===== config.mk =====
export PLATFORM = sky130hd
export DESIGN_NAME = ov7670_sccb_sequencer
export DESIGN_NICKNAME = d
export VERILOG_FILES = /design/src/rtl/ov7670_sccb_sequencer.sv
export SDC_FILE = /design/constraint.sdc
export NUM_CORES = 1
export LEC_CHECK = 0
export BUFFER_PORTS_ARGS = -buffer_cell sky130_fd_sc_hd__buf_2
export CAP_MARGIN = 15
export CORE_MARGIN = 1
export CORE_UTILIZATION = 53
export CTS_CLUSTER_SIZE = 30
export DETAILED_ROUTE_END_ITERATION = 10
export HOLD_SLACK_MARGIN = 0.02
export PLACE_DENSITY_LB_ADDON = 0.12
export SLEW_MARGIN = 15
export SYNTH_ARGS = -nofsm -noshare
export SYNTH_HDL_FRONTEND = slang
export SYNTH_SLANG_ARGS = --single-unit

===== constraint.sdc =====
create_clock -name clk -period 3.3 [get_ports clk]
set_clock_uncertainty 0.1 [all_clocks]
set_input_delay 0 -clock clk [delete_from_list [all_inputs] [get_ports clk]]
set_output_delay 0 -clock clk [all_outputs]
set_load 0.01 [all_outputs]

===== src/rtl/ov7670_sccb_sequencer.sv =====
// Expands single OV7670 register read/write requests into SCCB command/data beats for an AXI-stream i2c master.
// Optional per-wait-state timeout abort is compiled in when SCCB_TIMEOUT_EN is defined.
module ov7670_sccb_sequencer #(
    parameter logic [6:0]  DEV_ADDR       = 7'h21,
    parameter int unsigned TIMEOUT_CYCLES = 1_000_000
) (
    input  logic       clk,
    input  logic       reset_,
    input  logic       req_valid,
    output logic       req_ready,
    input  logic       req_write,
    input  logic [7:0] req_reg,
    input  logic [7:0] req_wdata,
    output logic       rsp_valid,
    output logic [7:0] rsp_rdata,
    output logic       rsp_error,
    output logic       busy,
    output logic [6:0] s_axis_cmd_address,
    output logic       s_axis_cmd_start,
    output logic       s_axis_cmd_read,
    output logic       s_axis_cmd_write,
    output logic       s_axis_cmd_write_multiple,
    output logic       s_axis_cmd_stop,
    output logic       s_axis_cmd_valid,
    input  logic       s_axis_cmd_ready,
    output logic [7:0] s_axis_data_tdata,
    output logic       s_axis_data_tvalid,
    output logic       s_axis_data_tlast,
    input  logic       s_axis_data_tready,
    input  logic [7:0] m_axis_data_tdata,
    input  logic       m_axis_data_tvalid,
    input  logic       m_axis_data_tlast,
    output logic       m_axis_data_tready
);

    typedef enum logic [3:0] {
        IDLE, W_CMD, W_D0, W_D1, RW_CMD, RW_D0, RD_CMD, RD_WAIT, RESP
    } state_t;

    state_t     state;
    state_t     state_next;
    logic [7:0] reg_addr;
    logic [7:0] wr_data;
    logic       timeout_hit;
    logic       abort;
    logic       unused_bits;

    assign s_axis_cmd_address = DEV_ADDR;
    assign s_axis_cmd_write   = 1'b0;
    assign unused_bits        = ^{m_axis_data_tlast, TIMEOUT_CYCLES};

`ifdef SCCB_TIMEOUT_EN
    logic [19:0] wait_cnt;

    assign timeout_hit = (state != IDLE) && (state != RESP) &&
                         (wait_cnt == 20'(TIMEOUT_CYCLES - 1));

    // Counts cycles spent in the current state; restarts on every transition.
    always_ff @(posedge clk or negedge reset_) begin
        if (!reset_) begin
            wait_cnt <= '0;
        end else if (state_next != state) begin
            wait_cnt <= '0;
        end else if (state != IDLE && state != RESP) begin
            wait_cnt <= wait_cnt + 20'd1;
        end
    end

    always_ff @(posedge clk or negedge reset_) begin
        if (!reset_) begin
            rsp_error <= 1'b0;
        end else begin
            rsp_error <= abort;
        end
    end
`else
    assign timeout_hit = 1'b0;
    assign rsp_error   = 1'b0;
`endif

    always_comb begin
        state_next = state;
        abort      = 1'b0;
        case (state)
            IDLE:    if (req_valid) state_next = req_write ? W_CMD : RW_CMD;
            W_CMD:   if (s_axis_cmd_ready) state_next = W_D0;
            W_D0:    if (s_axis_data_tready) state_next = W_D1;
            W_D1:    if (s_axis_data_tready) state_next = RESP;
            RW_CMD:  if (s_axis_cmd_ready) state_next = RW_D0;
            RW_D0:   if (s_axis_data_tready) state_next = RD_CMD;
            RD_CMD:  if (s_axis_cmd_ready) state_next = RD_WAIT;
            RD_WAIT: if (m_axis_data_tvalid) state_next = RESP;
            RESP:    state_next = IDLE;
            default: state_next = IDLE;
        endcase
        // A handshake in the final allowed cycle wins over the abort.
        if (timeout_hit && state_next == state) begin
            state_next = RESP;
            abort      = 1'b1;
        end
    end

    // Outputs are registered from the next state so they line up with the state they describe.
    always_ff @(posedge clk or negedge reset_) begin
        if (!reset_) begin
            state                     <= IDLE;
            reg_addr                  <= 8'h00;
            wr_data                   <= 8'h00;
            req_ready                 <= 1'b1;
            busy                      <= 1'b0;
            rsp_valid                 <= 1'b0;
            rsp_rdata                 <= 8'h00;
            s_axis_cmd_valid          <= 1'b0;
            s_axis_cmd_start          <= 1'b0;
            s_axis_cmd_read           <= 1'b0;
            s_axis_cmd_write_multiple <= 1'b0;
            s_axis_cmd_stop           <= 1'b0;
            s_axis_data_tvalid        <= 1'b0;
            s_axis_data_tdata         <= 8'h00;
            s_axis_data_tlast         <= 1'b0;
            m_axis_data_tready        <= 1'b0;
        end else begin
            state <= state_next;
            if (state == IDLE && req_valid) begin
                reg_addr <= req_reg;
                wr_data  <= req_wdata;
            end
            req_ready <= (state_next == IDLE);
            busy      <= (state_next != IDLE);
            rsp_valid <= (state_next == RESP);
            rsp_rdata <= (state == RD_WAIT && state_next == RESP && !abort) ? m_axis_data_tdata : 8'h00;

            s_axis_cmd_valid          <= (state_next == W_CMD) || (state_next == RW_CMD) || (state_next == RD_CMD);
            s_axis_cmd_start          <= (state_next == W_CMD) || (state_next == RW_CMD) || (state_next == RD_CMD);
            s_axis_cmd_stop           <= (state_next == W_CMD) || (state_next == RW_CMD) || (state_next == RD_CMD);
            s_axis_cmd_write_multiple <= (state_next == W_CMD) || (state_next == RW_CMD);
            s_axis_cmd_read           <= (state_next == RD_CMD);

            // Data states are only reached after the request has been latched.
            s_axis_data_tvalid <= (state_next == W_D0) || (state_next == W_D1) || (state_next == RW_D0);
            s_axis_data_tdata  <= (state_next == W_D1) ? wr_data : reg_addr;
            s_axis_data_tlast  <= (state_next == W_D1) || (state_next == RW_D0);
            m_axis_data_tready <= (state_next == RD_WAIT);
        end
    end

endmodule


# ---- Word-level counts from Yosys, hierarchy flattened
# Cells that the tools add are included.
dict set report totals {
  reg_bits 45
}
dict set report classes {
  n_eq_ne 15
  n_mux 12
  n_reduce_logical 10
}
# cell n
set op_table {}
lappend op_table {{4-bit by 3-bit equality test with 1-bit output (second input constant)} 8}
lappend op_table {{4-bit 2-to-1 mux} 8}
lappend op_table {{4-bit case mux with 8 select lines} 1}
lappend op_table {{4-bit by 2-bit equality test with 1-bit output (second input constant)} 4}
lappend op_table {{8-bit 2-to-1 mux} 2}
lappend op_table {{4-bit by 1-bit equality test with 1-bit output (second input constant)} 2}
lappend op_table {{4-bit logical NOT} 2}
lappend op_table {{1-bit logical OR} 5}
lappend op_table {{4-bit equality test (second input constant)} 1}
lappend op_table {{4-bit nonzero test} 1}
lappend op_table {{3-bit 2-to-1 mux} 1}
lappend op_table {{1-bit logical AND} 2}

# ---- Logic depth before layout (Yosys ltp)
# Gate-level depths: netlist (run 1).
dict set report logic_depth {
  word_depth 6
  ltp_mapped 7
  mapped_depth_nobuf 5
}

# ---- Worst setup path before layout (run 1)
# OpenSTA, ideal clock, no wires.
dict set report synth_path {
  path_type {reg2reg}
  startpoint {reg state[0]}
  endpoint {reg busy}
  setup_ps 139
  t_arrival_ps 1495
  required_time_ps 3061
  setup_slack_ps 1567
  stages_incl_launch_ff 7
  path_buffers 2
  synth_period_minus_slack_ps 1733
  path_cell_list {dfrtp_1 -> buf_6 -> buf_12 -> nor3b_1 -> o21ai_2 -> o311ai_4 -> or4_4}
}
dict set report synth_via {
  elab_chain_cells 3
  elab_cells_between_ends 18
  cone_classes {eq/ne (7); mux (9); reduce/logical (2)}
}
# element line_no
set synth_rtl {}
lappend synth_rtl {{from (decl)} 40} ;# state_t state;
lappend synth_rtl {{from (signal assigned)} 123} ;# state <= state_next;
lappend synth_rtl {{4-bit by 3-bit equality test with 1-bit output (tied with other cells)} 84} ;# case (state)
lappend synth_rtl {{4-bit case mux with 8 select lines *} 84}
lappend synth_rtl {{named net state_next[0]} 41} ;# state_t state_next;
lappend synth_rtl {{4-bit nonzero test *} 129} ;# busy <= (state_next != IDLE);
lappend synth_rtl {{to (signal assigned)} 129}
lappend synth_rtl {{to (decl)} 17} ;# output logic busy,
# Mark *: on every way through the listed nets, which the timed path passes. The rest lies on a longest branch.
# A chain may end at the register's enable or synchronous reset.

# ---- Final worst setup path (run 1)
dict set report layout_path {
  startpoint {reg state[1]}
  endpoint {reg s_axis_data_tdata[0]}
}
dict set report layout_via {
  elab_chain_cells 4
  elab_cells_between_ends 19
  cone_classes {eq/ne (8); mux (10); reduce/logical (1)}
}
# element line_no
set layout_rtl {}
lappend layout_rtl {{4-bit by 3-bit equality test with 1-bit output (tied with other cells)} 84}
lappend layout_rtl {{4-bit case mux with 8 select lines *} 84}
lappend layout_rtl {{4-bit by 2-bit equality test with 1-bit output *} 141} ;# s_axis_data_tdata <= (state_next == W_D1) ? wr_data : reg_addr;
lappend layout_rtl {{8-bit 2-to-1 mux *} 141}
lappend layout_rtl {{to (signal assigned)} 141}
lappend layout_rtl {{to (decl)} 26} ;# output logic [7:0] s_axis_data_tdata,
# Mark *: on every way between the ends. The rest lies on a longest branch, timed or not.

==> results.cfg, run 1 <==
[route]
avgRoutedWirePerCell_um = 13.1
firstDrtPassIters = 3
ant_nets = 0
viasPerCell = 4.87
num_vias = 1353
drc = 0
routed_wl_um = 3640
drt_iter0_markers = 49

[final_layout]
fin_area_um2 = 2600
antenna_cells = 0
area_growth_syn_to_layout_pct = 28.2
drive_gt1_frac = 0.378
nFillCells = 272
nets = 261

[worst_setup_path]
worstSetupEndpoint = s_axis_data_tdata[0]
cp.arrival_ns = 2.23
reg2regPathDepth = 3
regToRegSetupSlack_ns = 1.15
end_kind = flop
crit_required_ns = 3.38
r2r_end = s_axis_data_tdata[0]
timing.rr.start = state[1]
crit_fanout = 15
worstSetupPathType = flop to flop
startpoint = state[1]
cp-start-kind = flop

[power_and_ir_drop]
p_leak_nw = 1.30
vdd_drop_max_mv = 0.654
p_per_area_nw_per_um2 = 786

[clock_tree]
h-tree-depth = 2
clkSinkCount = 45
root_buffer = clkbuf_8
post_cts.repair.setup_buffers = 0
cts_made_buffers = 5
cts_max_path_buffers = 2
worst_skew_pair.late_latency_ns = 0.29
cts.clk_slew.worst_paths_ns = 0.08
cts_tree = done

[timing]
slew_headroom = 0.387
rsz0062_at_grt = no
fin_crit_sh = 0.652
max_freq_mhz = 465
slew_violations = 0
finalSetupViolCount = 0
tightest_slew_ns = 0.919
final_hold_viol_count = 0
min_period_ns = 2.15
finalSetupTns_ns = 0

[logic_synthesis]
yosysSeqAreaShare = 0.555
syn_area_um2 = 2030
synth-edff-count = 0
ys_ff_latch = 45
synthArstFlopShare = 1.00
syn-mean-instance-area_um2 = 13.6
ys.flop_type = dfrtp_1
syn_inst = 149
synth_cell_types = 44
yosysWarnings = 0

[outcome]
status = completed

[place]
placed_cell_area_um2 = 2240
dp_hpwl_um = 2410
io_buffers = 57
place_congestion = 0.803

[global_routing]
grtUsageTotal = 0.200
grt_pass1_vias = 1383
overflow = 0
antenna_found_initial = 0
grt_max_degree = 46
grt_pass1_wl_um = 6100

[job]
max-cap-violations = 0

[floorplan]
std_cell_rows = 22
initial_utilization = 0.554
die_height_um = 63.9
dieArea_um2 = 4080
ios = 68
die_x_um = 63.9
coreArea_um2 = 3660

[min_path]
hp-class = input port to flop
routing by layer:
metal	GRT usage	part of all wire	vias up
met3	0.0429	0.038	7
li1	-	-	646
met1	0.216	0.41	663
met5	0	0	-
met4	0.0852	0.014	0
met2	0.371	0.54	37
metrics by stage:
step / utilization / std cells / power [W] / hold WS, ns / setup slack, ns
after floorplan: - / 156 / 0.00156 / -0.396 / 1.57
after global placement: 0.611 / 242 / 0.00167 / 0.0767 / 1.19
after detailed placement: 0.611 / 242 / 0.00171 / 0.0971 / 1.15
after CTS: 0.711 / 278 / 0.00206 / 0.0245 / 1.16
after global routing: 0.711 / 278 / 0.00218 / 0.0579 / 1.06
final: 0.711 / 278 / 0.00204 / 0.0294 / 1.15
power breakdown:
group	total [W]	internal (W)	switching (W)
logic	0.000801	0.000443	0.000357
registers	0.000922	0.000773	0.000150
clock network	0.000321	0.000150	0.000171
how the worst min path moves through the flow:
stage                                 to               start  cells past startpoint
CTS                            rsp_valid  m_axis_data_tvalid                      3
floorplan                           busy              reset_                      0
global placement    s_axis_data_tdata[7]              reset_                      1
finish                         rsp_valid  m_axis_data_tvalid                      3
detailed placement  s_axis_data_tdata[7]              reset_                      1
global route                   rsp_valid  m_axis_data_tvalid                      3
sequential cells by signal, summed over array words and instances, names as in the netlist, 4 cells and up:
register and cells:
reg_addr 8, rsp_rdata 8, s_axis_data_tdata 8, wr_data 8, state 4
final cells by class:
cell class | instances | area (µm²) | area share
tap | 48 | 60.1 | 0.0231
clock buffer | 7 | 76.3 | 0.0293
sequential | 45 | 1130 | 0.433
multi-input combinational | 90 | 757 | 0.291
timing repair buffer | 85 | 566 | 0.217
clock inverter | 1 | 7.51 | 0.00289
inverter | 2 | 7.51 | 0.00289
kinds of logic (layout without fill, tap and decap cells):
| kind of cell | after synthesis | count (layout) | share of synthesized area |
|---|---|---|---|
| muxes | 25 | 25 | 0.153 |
| xor gates and xnor gates | 1 | 1 | 0.00432 |
| and+or+nand+nor | 37 | 37 | 0.125 |
| other | 2 | 9 | 0.00370 |
| AOI/OAI and AO/OA | 18 | 18 | 0.0746 |
| DFF | 45 | 45 | 0.555 |
| buffers and inverters | 21 | 95 | 0.0845 |
synth_stat cells (2+ instances only):
cell type  instances  area (µm²)
a21oi_1            5        25.0
nand3b_1           4        30.0
o31ai_1            2        15.0
nand2b_1           3        18.8
nor2_1             3        11.3
mux2_1            10         113
and2_1             8        50.1
nand2_1            4        15.0
conb_1             2        7.51
buf_4             14         105
mux2_4             8         120
nor3b_1            2        15.0
mux2_2             6        67.6
buf_6              3        33.8
dfrtp_1           44        1100
and3b_1            2        17.5
nor3_1             2        10.0
cells in the final DEF (no fill, tap or decap), types with 2 or more instances in the layout:
cell	count
buf_2	57
dfrtp_1	44
dlygate4sd3_1	28
mux2_1	10
conb_1	9
mux2_4	8
and2_1	8
mux2_2	6
a21oi_1	5
clkbuf_8	5
nand2_1	4
nand3b_1	4
nor2_1	3
nand2b_1	3
and3b_1	2
o31ai_1	2
nor3b_1	2
nor3_1	2
clkbuf_1	2
worst max-delay path, stage by stage (launching register included):
cell and delay [ns]:
dfrtp_1 0.59, inv_1 0.17, or4_1 0.78, mux2_4 0.39
repair_timing:
item,CTS,global route
gates resized for setup,0,0
endpoints found under the hold margin,71,0
hold buffers,28,0
(Power assumes the default switching activity.)
==> inputs of run 2 (changes only) <==
--- a/config.mk
+++ b/config.mk
@@ -8,7 +8,7 @@
 export BUFFER_PORTS_ARGS = -buffer_cell sky130_fd_sc_hd__buf_2
 export CAP_MARGIN = 15
 export CORE_MARGIN = 1
-export CORE_UTILIZATION = 53
+export CORE_UTILIZATION = 45
 export CTS_CLUSTER_SIZE = 30
 export DETAILED_ROUTE_END_ITERATION = 10
 export HOLD_SLACK_MARGIN = 0.02
==> constraint.sdc (replaced) <==
create_clock -name clk -period 1.9 [get_ports clk]
set_clock_uncertainty 0.1 [all_clocks]
set_input_delay 0 -clock clk [delete_from_list [all_inputs] [get_ports clk]]
set_output_delay 0 -clock clk [all_outputs]
set_load 0.01 [all_outputs]
==> run 2 against run 1 <==
Worst setup slack lost 1.1 ns. Cell count is 6.5% higher. Sequential power grew 66%. Via count rose by 4.7%. Largest cell class unchanged. Utilization fell by 8.3 points. Clock power is 86% higher. Largest power group is now combinational cells. Routed wire length increased by 6.4%. Critical path depth is 2 higher. First-iteration DRC count rose by 24%. Hold slack improved by 0.021 ns.
==> results.cfg, run 2 (same netlist as run 1, synthesis figures left out) <==
[outcome]
status = completed

[power_and_ir_drop]
pwr-share-clk = 0.158
p_int_w = 0.00252
power_frac_seq = 0.406
switching_share = 0.333
p_sw_w = 0.00126
power_frac_comb = 0.436
vdd_drop_max_mv = 0.530
p_per_area_nw_per_um2 = 1380
p_leak_nw = 1.38

[worst_setup_path]
startpoint = state[0]
timing.rr.start = state[0]
cp.depth = 5
cp_slowest_cell = or4_4
cp-start-kind = flop
crit_family = simple AND/OR/NAND/NOR gates
crit_required_ns = 1.98
crit_fanout = 7
crit_path_max_incr_delay_ns = 0.49
worstSetupPathType = flop to flop
crit_path_cell_trace = clkbuf_2 -> and2b_4 -> o21ai_2 -> o311ai_4 -> or4_4
end_kind = flop
crit_buf_inv = 1
cp.arrival_ns = 1.91
reg2regPathDepth = 5

[clock_tree]
cts.clk_slew.worst_paths_ns = 0.08
cts_made_buffers = 5
cts_tree = done
root_buffer = clkbuf_8
h-tree-depth = 2
worst_skew_pair.late_latency_ns = 0.30
clkSinkCount = 45
cts_max_path_buffers = 2

[timing]
slew_violations = 0
rsz0062_at_grt = no
finalSetupTns_ns = 0
setup_ws_ns = 0.0723
min_period_ns = 1.83
fin_crit_sh = 0.962
final_hold_viol_count = 0
slew_headroom = 0.528
finalSetupViolCount = 0
tightest_slew_ns = 0.708
max_freq_mhz = 547

[global_routing]
grt_pass1_wl_um = 6250
grtUsageTotal = 0.172
grt_pass1_vias = 1336
grt_max_degree = 33
overflow = 0
antenna_found_initial = 0

[route]
drt_iter0_markers = 61
firstDrtPassIters = 4
ant_nets = 0
routed_wl_um = 3870
drc = 0
avgRoutedWirePerCell_um = 13.1
num_vias = 1417
viasPerCell = 4.79

[place]
io_buffers = 57
dp_hpwl_um = 2660
placed_cell_area_um2 = 2340
pre_cts_ws_ns = 0.0307
place_congestion = 0.792

[min_path]
hold_depth = 4
hp-class = input port to flop
hp-start = s_axis_data_tready

[final_layout]
drive_gt1_frac = 0.418
nFillCells = 345
mostFrequentLayoutCell = buf_2
antenna_cells = 0
area_growth_syn_to_layout_pct = 34.7
final_cell_mix = buf_2 (57), dfrtp_1 (43), dlygate4sd3_1 (30)
fin_area_um2 = 2730
nets = 275

[floorplan]
ios = 68
die_x_um = 69.2
std_cell_rows = 24
coreArea_um2 = 4350
initial_utilization = 0.466
die_height_um = 69.2
dieArea_um2 = 4780

[job]
max-cap-violations = 0
## run 2: final timing paths
| check | to | slack, ns |
|---|---|---|
| worst max-delay path | busy | 0.07 |
| worst min-delay path | s_axis_data_tlast | 0.05 |
| worst max register to register | busy | 0.07 |
| worst min register to register | reg_addr[0] | 0.40 |
| max in group asynchronous | reg_addr[1] | 0.86 |
| min in group asynchronous | rsp_rdata[1] | 0.18 |
## run 2: what timing repair did
action | 4_1_cts | 5_1_grt
hold buffers | 30 | 0
endpoints found under the setup margin | 0 | 1
resized for setup | 0 | 1
hold endpoints to repair | 58 | 0
buffers inserted | 0 | 1
## run 2: power groups by stage
stage	Sequential, W	Clock (W)	Combinational [W]
3_3_place_gp	0.00154	0	0.00152
6_report	0.00153	0.000597	0.00164
4_1_cts	0.00154	0.000615	0.00163
2_1_floorplan	0.00159	0	0.00113
5_1_grt	0.00157	0.000663	0.00177
3_5_place_dp	0.00155	0	0.00157
## run 2: final cells by class
type	instances	area (µm²)	area share
tap	52	65.1	0.0238
sequential	45	1130	0.413
multi-input combinational	90	757	0.277
clock buffer	5	68.8	0.0252
inverter	2	7.51	0.00275
timing repair buffer	99	686	0.251
clock inverter	3	21.3	0.00778
## run 2: stage by stage
step                      power (W)  cells  hold WS [ns]  utilization
after CTS                   0.00378    295        0.0450        0.626
final                       0.00377    296        0.0500        0.628
after global placement      0.00306    257       -0.0267        0.537
after global routing        0.00401    296        0.0684        0.628
after detailed placement    0.00312    257       -0.0121        0.537
after floorplan             0.00271    156        -0.396            -
## run 2: tightest hold or removal path, stage by stage
cell and delay, ns:
buf_2 0.17, a21oi_1 0.06, a21oi_1 0.14, nor2_1 0.05
## run 2: per-layer routing
layer / global-route usage / part of all wire
met3: 0.0453 / 0.054
met4: 0.0816 / 0.018
met2: 0.272 / 0.49
met1: 0.218 / 0.44
met5: 0 / 0
